File: config.mk
export PLATFORM = sky130hd
export DESIGN_NAME = fetch_unit
export DESIGN_NICKNAME = d
export VERILOG_FILES = /design/src/rtl/fetch_pkg.sv /design/src/rtl/fetch_queue.sv /design/src/rtl/fetch_unit.sv
export SDC_FILE = /design/constraint.sdc
export NUM_CORES = 1
export LEC_CHECK = 0
export ABC_AREA = 1
export CAP_MARGIN = 20
export CELL_PAD_IN_SITES_DETAIL_PLACEMENT = 0
export CELL_PAD_IN_SITES_GLOBAL_PLACEMENT = 1
export CORE_ASPECT_RATIO = 1.25
export CORE_UTILIZATION = 40
export CTS_BUF_LIST = sky130_fd_sc_hd__clkbuf_2
export DETAILED_ROUTE_END_ITERATION = 10
export GPL_TIMING_DRIVEN = 1
export PLACE_DENSITY_LB_ADDON = 0.25
export SYNTH_ARGS = -nofsm -noshare
export SYNTH_HDL_FRONTEND = slang
export SYNTH_SLANG_ARGS = --single-unit
File: constraint.sdc
create_clock -name clk_i -period 5.26 [get_ports clk_i]
set_clock_uncertainty 0.15 [all_clocks]
set_input_delay 1.052 -clock clk_i [delete_from_list [all_inputs] [get_ports clk_i]]
set_output_delay 1.052 -clock clk_i [all_outputs]
set_load 0.1 [all_outputs]
File: src/rtl/fetch_pkg.sv
// Shared widths, constants, state encoding and queue entry type for the
// instruction-fetch front end.
package fetch_pkg;
  localparam int XLEN    = 32;
  localparam int INSTR_W = 32;
  localparam int PC_STEP = 4;

  localparam logic [XLEN-1:0]    DEFAULT_RESET_PC = 32'h0000_0000;
  localparam logic [INSTR_W-1:0] NOP_INSTR        = 32'h0000_0013;

  typedef enum logic {
    ST_IDLE = 1'b0,
    ST_RUN  = 1'b1
  } fetch_state_e;

  typedef struct packed {
    logic [INSTR_W-1:0] instr;
    logic [XLEN-1:0]    pc;
  } fetch_entry_t;

  function automatic logic [XLEN-1:0] align_pc(input logic [XLEN-1:0] pc);
    return {pc[XLEN-1:2], 2'b00};
  endfunction
endpackage

File: src/rtl/fetch_queue.sv
// Prefetch FIFO of {instr, pc}; flush wins over a same-cycle push or pop.
// Storage resets to zero so the head reads as zero straight out of reset.
module fetch_queue
  import fetch_pkg::*;
#(
  parameter  int DEPTH = 4,
  localparam int AW    = $clog2(DEPTH),
  localparam int CW    = $clog2(DEPTH + 1)
) (
  input  logic          clk_i,
  input  logic          rst_i,
  input  logic          flush,
  input  logic          push,
  input  fetch_entry_t  push_data,
  input  logic          pop,
  output fetch_entry_t  head,
  output logic [CW-1:0] count
);
  fetch_entry_t  mem [DEPTH];
  logic [AW-1:0] wr_ptr, rd_ptr;

  always_ff @(posedge clk_i or negedge rst_i) begin
    if (!rst_i) begin
      wr_ptr <= '0;
      rd_ptr <= '0;
      count  <= '0;
      for (int i = 0; i < DEPTH; i++) mem[i] <= '0;
    end else if (flush) begin
      wr_ptr <= '0;
      rd_ptr <= '0;
      count  <= '0;
    end else begin
      if (push) begin
        mem[wr_ptr] <= push_data;
        wr_ptr      <= wr_ptr + AW'(1);
      end
      if (pop) rd_ptr <= rd_ptr + AW'(1);
      count <= count + CW'(push) - CW'(pop);
    end
  end

  assign head = mem[rd_ptr];
endmodule

File: src/rtl/fetch_unit.sv
// Instruction-fetch front end: credit-limited sequential requests to a
// req/gnt in-order memory, prefetch queue to ID, redirect with stale drop.
module fetch_unit
  import fetch_pkg::*;
#(
  parameter int              DEPTH    = 4,
  parameter logic [XLEN-1:0] RESET_PC = DEFAULT_RESET_PC
) (
  input  logic               clk_i,
  input  logic               rst_i,
  input  logic               start_i,
  output logic               imem_req_o,
  output logic [XLEN-1:0]    imem_addr_o,
  input  logic               imem_gnt_i,
  input  logic               imem_rvalid_i,
  input  logic [INSTR_W-1:0] imem_rdata_i,
  input  logic               redirect_i,
  input  logic [XLEN-1:0]    redirect_pc_i,
  output logic               instr_valid_o,
  output logic [INSTR_W-1:0] instr_o,
  output logic [XLEN-1:0]    pc_o,
  input  logic               instr_ready_i
);
  localparam int CW = $clog2(DEPTH + 1);

  fetch_state_e  state;
  logic [XLEN-1:0] fetch_pc, resp_pc;
  logic [CW-1:0] inflight, drop, count;
  logic          credit_ok, fire, rsp_live, rsp_drop, pop;
  logic [CW-1:0] inflight_after_rsp;
  fetch_entry_t  push_data, head;

  // Queue slots are reserved at request time, so a push never meets a full queue.
  assign credit_ok = ({1'b0, inflight} + {1'b0, count}) < (CW+1)'(DEPTH);

  assign imem_req_o  = (state == ST_RUN) & start_i & ~redirect_i & credit_ok;
  assign imem_addr_o = fetch_pc;
  assign fire        = imem_req_o & imem_gnt_i;

  assign rsp_live = imem_rvalid_i & ~redirect_i & (drop == '0);
  assign rsp_drop = imem_rvalid_i & ~redirect_i & (drop != '0);

  assign instr_valid_o = (count != '0) & ~redirect_i;
  assign pop           = instr_valid_o & instr_ready_i;

  assign push_data          = '{instr: imem_rdata_i, pc: resp_pc};
  assign inflight_after_rsp = inflight - CW'(imem_rvalid_i);

  always_ff @(posedge clk_i or negedge rst_i) begin
    if (!rst_i) begin
      state    <= ST_IDLE;
      fetch_pc <= RESET_PC;
      resp_pc  <= RESET_PC;
      inflight <= '0;
      drop     <= '0;
    end else begin
      if (state == ST_IDLE && start_i) state <= ST_RUN;
      if (redirect_i) begin
        // Everything still outstanding after this cycle belongs to the old path.
        fetch_pc <= align_pc(redirect_pc_i);
        resp_pc  <= align_pc(redirect_pc_i);
        inflight <= inflight_after_rsp;
        drop     <= inflight_after_rsp;
      end else begin
        if (fire)     fetch_pc <= fetch_pc + XLEN'(PC_STEP);
        if (rsp_live) resp_pc  <= resp_pc + XLEN'(PC_STEP);
        if (rsp_drop) drop     <= drop - CW'(1);
        inflight <= inflight + CW'(fire) - CW'(imem_rvalid_i);
      end
    end
  end

  fetch_queue #(.DEPTH(DEPTH)) u_queue (
    .clk_i     (clk_i),
    .rst_i     (rst_i),
    .flush     (redirect_i),
    .push      (rsp_live),
    .push_data (push_data),
    .pop       (pop),
    .head      (head),
    .count     (count)
  );

  assign instr_o = head.instr;
  assign pc_o    = head.pc;
endmodule

==> metrics.txt, run 1 <==
PnR Total Power 10.9 mW; most frequent cells in the layout nand2_1 (500), dfrtp_1 (320), o21ai_1 (242); Slew Limit Fails 0; Synthesis Warnings 0; CTS Buf Count 86; Fin Setup TNS 0 ns; #FFs+latches synth 322; GR Overflow Total 0; Pre-antenna DRT Iters 10; nets 2,211; failing checks design-rule violations; library cells used by synthesis 36; hpwl dp 27.0 mm; Worst Tran Pin Value 1.02 ns; status complete, but fails checks; max_slew headroom 32.2%; CTS tree done; global-route wire length before repair 70.7 mm; hold_ws 0.338 ns; Post-Synthesis Cell Area 0.0158 mm^2; drt drc 11; non-filler instance count after layout 2,672; commonest non-fill, non-tap cell in the layout nand2_1; Ports 169; initial antenna violation count 1; final number of setup-violating endpoints 0; HP Class flop to flop; fin util 47.0%; RSZ-0062 raised after global routing false; Crit Path Class flop to output port; worst-skew pair later-pin latency 0.96 ns; Max-cap violations 0; Cells after DPL 2,524; syn_area_per_cell 8.03 um^2; leakage 8.80 nW; number of global-route vias before repair 13,600; Syn Inst Count 1,962; Core Area 0.0385 mm^2; sequential-to-total area share from yosys stat 51.1%; GRT Util Overall 22.1%; die area 0.0402 mm^2; CP Capture Type output port; Critical Path RT 4.06 ns; Port Buffers 162; P per Cell Area 603 mW/mm^2; row cnt 80; placed cell areas 0.0174 mm^2; Die Y 224 um; setup slack after layout 0.548 ns; Vias 13,700; Final Cell Area 0.0181 mm^2; Worst Path Arrival 3.51 ns; Final GP Congestion 0.877; largest net degree at the start of global routing 97; crit share post-route 89.6%; Synth async-reset ratio 100%; DRT Wirelength 43.3 mm; clk sink count 322; Setup crit start kind flop; Post-CTS Setup Inserts 0; wire length per cell 16.2 um; Final ANT Viol Nets 0; clock-pin transition on the worst setup and hold timing paths 0.09 ns; Max FO, Critical Path 69; Peak VDD IR 0.000384 V; die width 180 um; DP Worst Slack 1.37 ns; H-tree depth 3; initial DRC count 857; CTS max path bufs 3; Avg Vias per Cell 5.13; fmax 212 MHz; Final min period 4.71 ns; EDFF count, synth 0; share of cells above drive strength 1 11.6%; Root Buffer Master clkbuf_2; fillers 3,926; Initial Util 40.9%; Fin. Hold Viols 0; Main synth FF type dfrtp_1; Synth-to-Final Area Change 15.0%
synthesized netlist by cell type, types with 3 or more instances:
cell type    n  area, um^2
nand2_1    500        1880
dfrtp_1    322        8060
o21ai_1    242        1210
nor2_1     206         773
o21ai_0    179         896
inv_1      145         544
o22ai_1     62         388
nand3_1     57         285
clkbuf_1    53         199
a21oi_1     26         130
buf_6       25         282
ha_1        16         200
xor2_1      16         140
buf_2       15        75.1
buf_4       11        82.6
a31oi_1      9        56.3
nor2_2       9        56.3
o211ai_1     9        67.6
buf_1        8        30.0
nor3_1       8        40.0
nand2_2      7        43.8
nand4_1      7        43.8
nand2_4      5        56.3
o21bai_1     4        30.0
nor2_4       3        33.8
or2_2        3        18.8
worst max-delay path, stage by stage (launching register included):
cell and delay [ns]:
dfrtp_4 0.69, clkinv_2 0.61, buf_12 0.44, buf_4 0.25, o21ai_0 0.17, o22ai_1 0.11, buf_4 0.25
cell type report:
type	count	area, um^2	area share, %
Inverter	150	576	3.18
Timing Repair Buffer	181	1660	9.18
Antenna cell	1	2.50	0.0138
Tap cell	492	616	3.40
Clock inverter	21	108	0.594
Multi-Input combinational cell	1381	6470	35.7
Clock buffer	124	621	3.43
Sequential cell	322	8060	44.5
where the power goes:
part           internal, mW  total [mW]  switching [mW]
clock network         0.672        1.71            1.04
logic                  1.27        5.84            4.58
registers              3.00        3.38           0.373
flip-flops by register name, indices dropped and copies added, names as in the netlist:
register / cells
resp_pc: 30
drop: 3
u_queue.rd_ptr: 2
u_queue.wr_ptr: 2
imem_addr_o: 30
u_queue.mem: 248
state: 1
u_queue.count: 3
inflight: 3
layer usage:
layer / wire (um) / part of all wire [%] / GRT usage [%] / vias to the layer above
met3: 2230 / 5.1 / 3.87 / 73
met2: 20900 / 48 / 37.4 / 386
met4: 1090 / 2.5 / 9.23 / 0
met1: 19100 / 44 / 27.9 / 6448
met5: 0 / 0 / 0 / -
li1: - / - / - / 6805
cells by family after synthesis:
group	synth area share (%)
AND/OR/NAND/NOR	20.9
AO/OA/AOI/OAI	17.7
flip-flops	51.1
buffers and inverters	7.88
adder cells (fa/ha/maj)	1.52
XOR/XNOR	0.889
other	0.0238
path summary, 6_finish.rpt:
check | cells past startpoint | to | slack [ns] | from
max | 6 | instr_o[14] | 0.55 | u_queue.rd_ptr[0]$_DFFE_PN0P_
min | 2 | u_queue.mem[161]$_DFFE_PN0P_ | 0.34 | u_queue.mem[161]$_DFFE_PN0P_
max reg2reg | 10 | u_queue.mem[137]$_DFFE_PN0P_ | 2.36 | drop[0]$_DFFE_PN0P_
min reg2reg | 2 | u_queue.mem[161]$_DFFE_PN0P_ | 0.34 | u_queue.mem[161]$_DFFE_PN0P_
max in group asynchronous | 3 | u_queue.rd_ptr[0]$_DFFE_PN0P_ | 3.30 | rst_i
min in group asynchronous | 2 | u_queue.mem[58]$_DFFE_PN0P_ | 0.58 | rst_i
repair_timing:
item / in CTS / in global routing
hold buffers: 1 / 0
resized for setup: 0 / 0
hold endpoints to repair: 92 / 0
Power figures use the tool's default switching activity.
==> run 2, diff against run 1 <==
--- a/config.mk
+++ b/config.mk
@@ -9,8 +9,8 @@
 export CAP_MARGIN = 20
 export CELL_PAD_IN_SITES_DETAIL_PLACEMENT = 0
 export CELL_PAD_IN_SITES_GLOBAL_PLACEMENT = 1
-export CORE_ASPECT_RATIO = 1.25
-export CORE_UTILIZATION = 40
+export CORE_ASPECT_RATIO = 0.5
+export CORE_UTILIZATION = 47
 export CTS_BUF_LIST = sky130_fd_sc_hd__clkbuf_2
 export DETAILED_ROUTE_END_ITERATION = 10
 export GPL_TIMING_DRIVEN = 1
==> run 2 against run 1 <==
Compared with the run above:
- the run still ends with design-rule violations left
- final cell count fell by 2.5%
- die area fell by 15%
- final area is 0.60% lower
- fmax is 11% higher
- sequential cell count is the same
- clock power about the same
- global-route usage is 2.7 points higher
- wire length shrank 3.8%
- critical path type unchanged
- critical endpoint is now instr_o[7]
==> metrics.txt, run 2 (synthesized netlist as in run 1, its figures left out) <==
status complete, but fails checks (unchanged); failing checks design-rule violations (unchanged); initial antenna violation count 1 (unchanged); GR Overflow Total 0 (unchanged); Avg Vias per Cell 5.23 (was 5.13); setup slack after layout 1.00 ns (was 0.548 ns); Critical Path RT 4.06 ns (about the same); Metal-1 WL 20.4 mm (was 19.1 mm); most frequent cells in the layout nand2_1 (500), dfrtp_1 (320), o21ai_1 (242) (unchanged); Slew Limit Fails 0 (unchanged); Post-CTS Setup Inserts 0 (unchanged); nets 2,199 (was 2,211); GRT Util Overall 24.8% (was 22.1%); worst-skew pair later-pin latency 0.95 ns (was 0.96 ns); Pre-antenna DRT Iters 11 (was 10); row cnt 46 (was 80); CTS tree done (unchanged); hpwl dp 25.7 mm (was 27.0 mm); Max-cap violations 0 (unchanged); drt drc 5 (was 11); Pint 4.94 mW (about the same); Ports 169 (unchanged); highest metal used met4 (unchanged); share of cells above drive strength 1 11.0% (was 11.6%); max reg flops 248 (unchanged); Setup crit start kind flop (unchanged); Buf/Inv on CP 3 (was 4); clock share of power 15.6% (was 15.7%); Logic pwr share 53.7% (was 53.4%); post-CTS resize count 0 (unchanged); met2 wire length 18.5 mm (was 20.9 mm); Final ANT Viol Nets 0 (unchanged); met3 WL 2.33 mm (was 2.23 mm); DP Worst Slack 1.37 ns (about the same); fmax 235 MHz (was 212 MHz); die width 261 um (was 180 um); Worst Tran Pin Value 1.05 ns (was 1.02 ns); global-route wire length before repair 67.4 mm (was 70.7 mm); fin util 55.7% (was 47.0%); fillers 3,147 (was 3,926); clk sink count 322 (unchanged); P per Cell Area 605 mW/mm^2 (was 603 mW/mm^2); HP Class flop to flop (unchanged); max_slew headroom 30.0% (was 32.2%); Initial Util 48.7% (was 40.9%); Core Area 0.0323 mm^2 (was 0.0385 mm^2); CTS max path bufs 3 (unchanged); Peak VDD IR 0.000479 V (was 0.000384 V); Final min period 4.26 ns (was 4.71 ns); slowest stage delay, CP 0.51 ns (was 0.69 ns); Critical Path, Cell by Cell clkinv_2 > buf_12 > o21ai_0 > o22ai_1 > buf_4 (was clkinv_2 > buf_12 > buf_4 > o21ai_0 > o22ai_1 > buf_4); Worst Path Arrival 3.05 ns (was 3.51 ns); H-tree depth 3 (unchanged); Psw 5.96 mW (was 5.99 mW); Max FO, Critical Path 105 (was 69); Final GP Congestion 0.833 (was 0.877); number of global-route vias before repair 12,700 (was 13,600); initial DRC count 1,187 (was 857); Reg with most FFs u_queue.mem (unchanged); Fin. Hold Viols 0 (unchanged); die area 0.0343 mm^2 (was 0.0402 mm^2); CP Capture Type output port (unchanged); final number of setup-violating endpoints 0 (unchanged); CTS Buf Count 76 (was 86); RSZ-0062 raised after global routing false (unchanged); switching part of the total 54.7% (was 54.8%); leakage 8.76 nW (was 8.80 nW); Worst path slowest cell dfrtp_4 (unchanged); clock-pin transition on the worst setup and hold timing paths 0.11 ns (was 0.09 ns); Fin Setup TNS 0 ns (unchanged); Die Y 131 um (was 224 um); Crit Path Class flop to output port (unchanged); Port Buffers 162 (unchanged); Vias 13,600 (was 13,700); crit share post-route 80.9% (was 89.6%); Sequential Power Share 30.7% (was 30.9%); crit-path leading delay family buffers and inverters (unchanged); Root Buffer Master clkbuf_2 (unchanged); DRT Wirelength 41.6 mm (was 43.3 mm); largest net degree at the start of global routing 125 (was 97); Synth-to-Final Area Change 14.3% (was 15.0%); commonest non-fill, non-tap cell in the layout nand2_1 (unchanged); wire length per cell 16.0 um (was 16.2 um)
-- run 2: cell count changes in the layout (fill, tap and decap cells not counted) --
| cell | previous run | this run |
|---|---|---|
| buf_12 | 3 | 4 |
| buf_16 | 1 | 0 |
| buf_4 | 78 | 76 |
| bufinv_16 | 1 | 2 |
| clkbuf_2 | 124 | 112 |
| clkinv_1 | 15 | 20 |
-- run 2: worst reg2reg max path, cell delays in order (launching register included) --
cell and delay, ns:
dfrtp_1 0.39, inv_1 0.09, ha_1 0.16, nand2_2 0.08
nor2_4 0.16, nand2_4 0.14, inv_6 0.25, nand2_4 0.61
buf_4 0.52, nand2_1 0.11, o21ai_0 0.07
-- run 2: worst paths after layout --
path	depth (start not counted)	end	slack [ns]	startpoint
max reg2reg	10	u_queue.mem[225]$_DFFE_PN0P_	2.39	drop[0]$_DFFE_PN0P_
max in group asynchronous	3	u_queue.mem[173]$_DFFE_PN0P_	3.34	rst_i
min	2	u_queue.mem[111]$_DFFE_PN0P_	0.34	u_queue.mem[111]$_DFFE_PN0P_
min reg2reg	2	u_queue.mem[111]$_DFFE_PN0P_	0.34	u_queue.mem[111]$_DFFE_PN0P_
max	5	instr_o[7]	1.00	u_queue.rd_ptr[0]$_DFFE_PN0P_
min in group asynchronous	2	drop[2]$_DFFE_PN0P_	0.61	rst_i
-- run 2: power groups by stage --
stage	Sequential (mW)	Clock (mW)	Combinational (mW)
floorplan	3.60	0	4.37
global placement	3.39	0	5.84
detailed placement	3.39	0	5.88
CTS	3.35	1.76	5.88
global route	3.42	1.90	6.19
finish	3.35	1.70	5.85
-- run 2: final cells by class --
type	instances	area (um^2)	area share, %
Timing Repair Buffer	179	1640	9.11
Clock inverter	27	156	0.868
Multi-Input combinational cell	1381	6470	35.9
Antenna cell	1	2.50	0.0139
Tap cell	432	541	3.00
Sequential cell	322	8060	44.8
Inverter	150	576	3.20
Clock buffer	112	561	3.11
-- run 2: timing repair --
| action | 4_1_cts | 5_1_grt |
|---|---|---|
| endpoints found under the hold margin | 1 | 0 |
| hold buffers | 1 | 0 |
| setup endpoints to repair | 0 | 0 |
-- run 2: per-stage QoR --
step / instance area [um^2] / total power [mW] / hold slack, ns / instances
6_report: 18000 / 10.9 / 0.343 / 2604
5_1_grt: 18000 / 11.5 / 0.293 / 2604
4_1_cts: 18000 / 11.0 / 0.265 / 2603
3_5_place_dp: 17300 / 9.27 / 0.319 / 2463
3_3_place_gp: 17300 / 9.22 / 0.314 / 2463
2_1_floorplan: 15800 / 7.97 / 0.298 / 1965
-- run 2: metal layers --
metal / vias up / GRT usage, %
li1: 6789 / -
met1: 6419 / 36.1
met2: 366 / 37.6
met3: 46 / 4.98
met4: 0 / 6.17
met5: - / 0
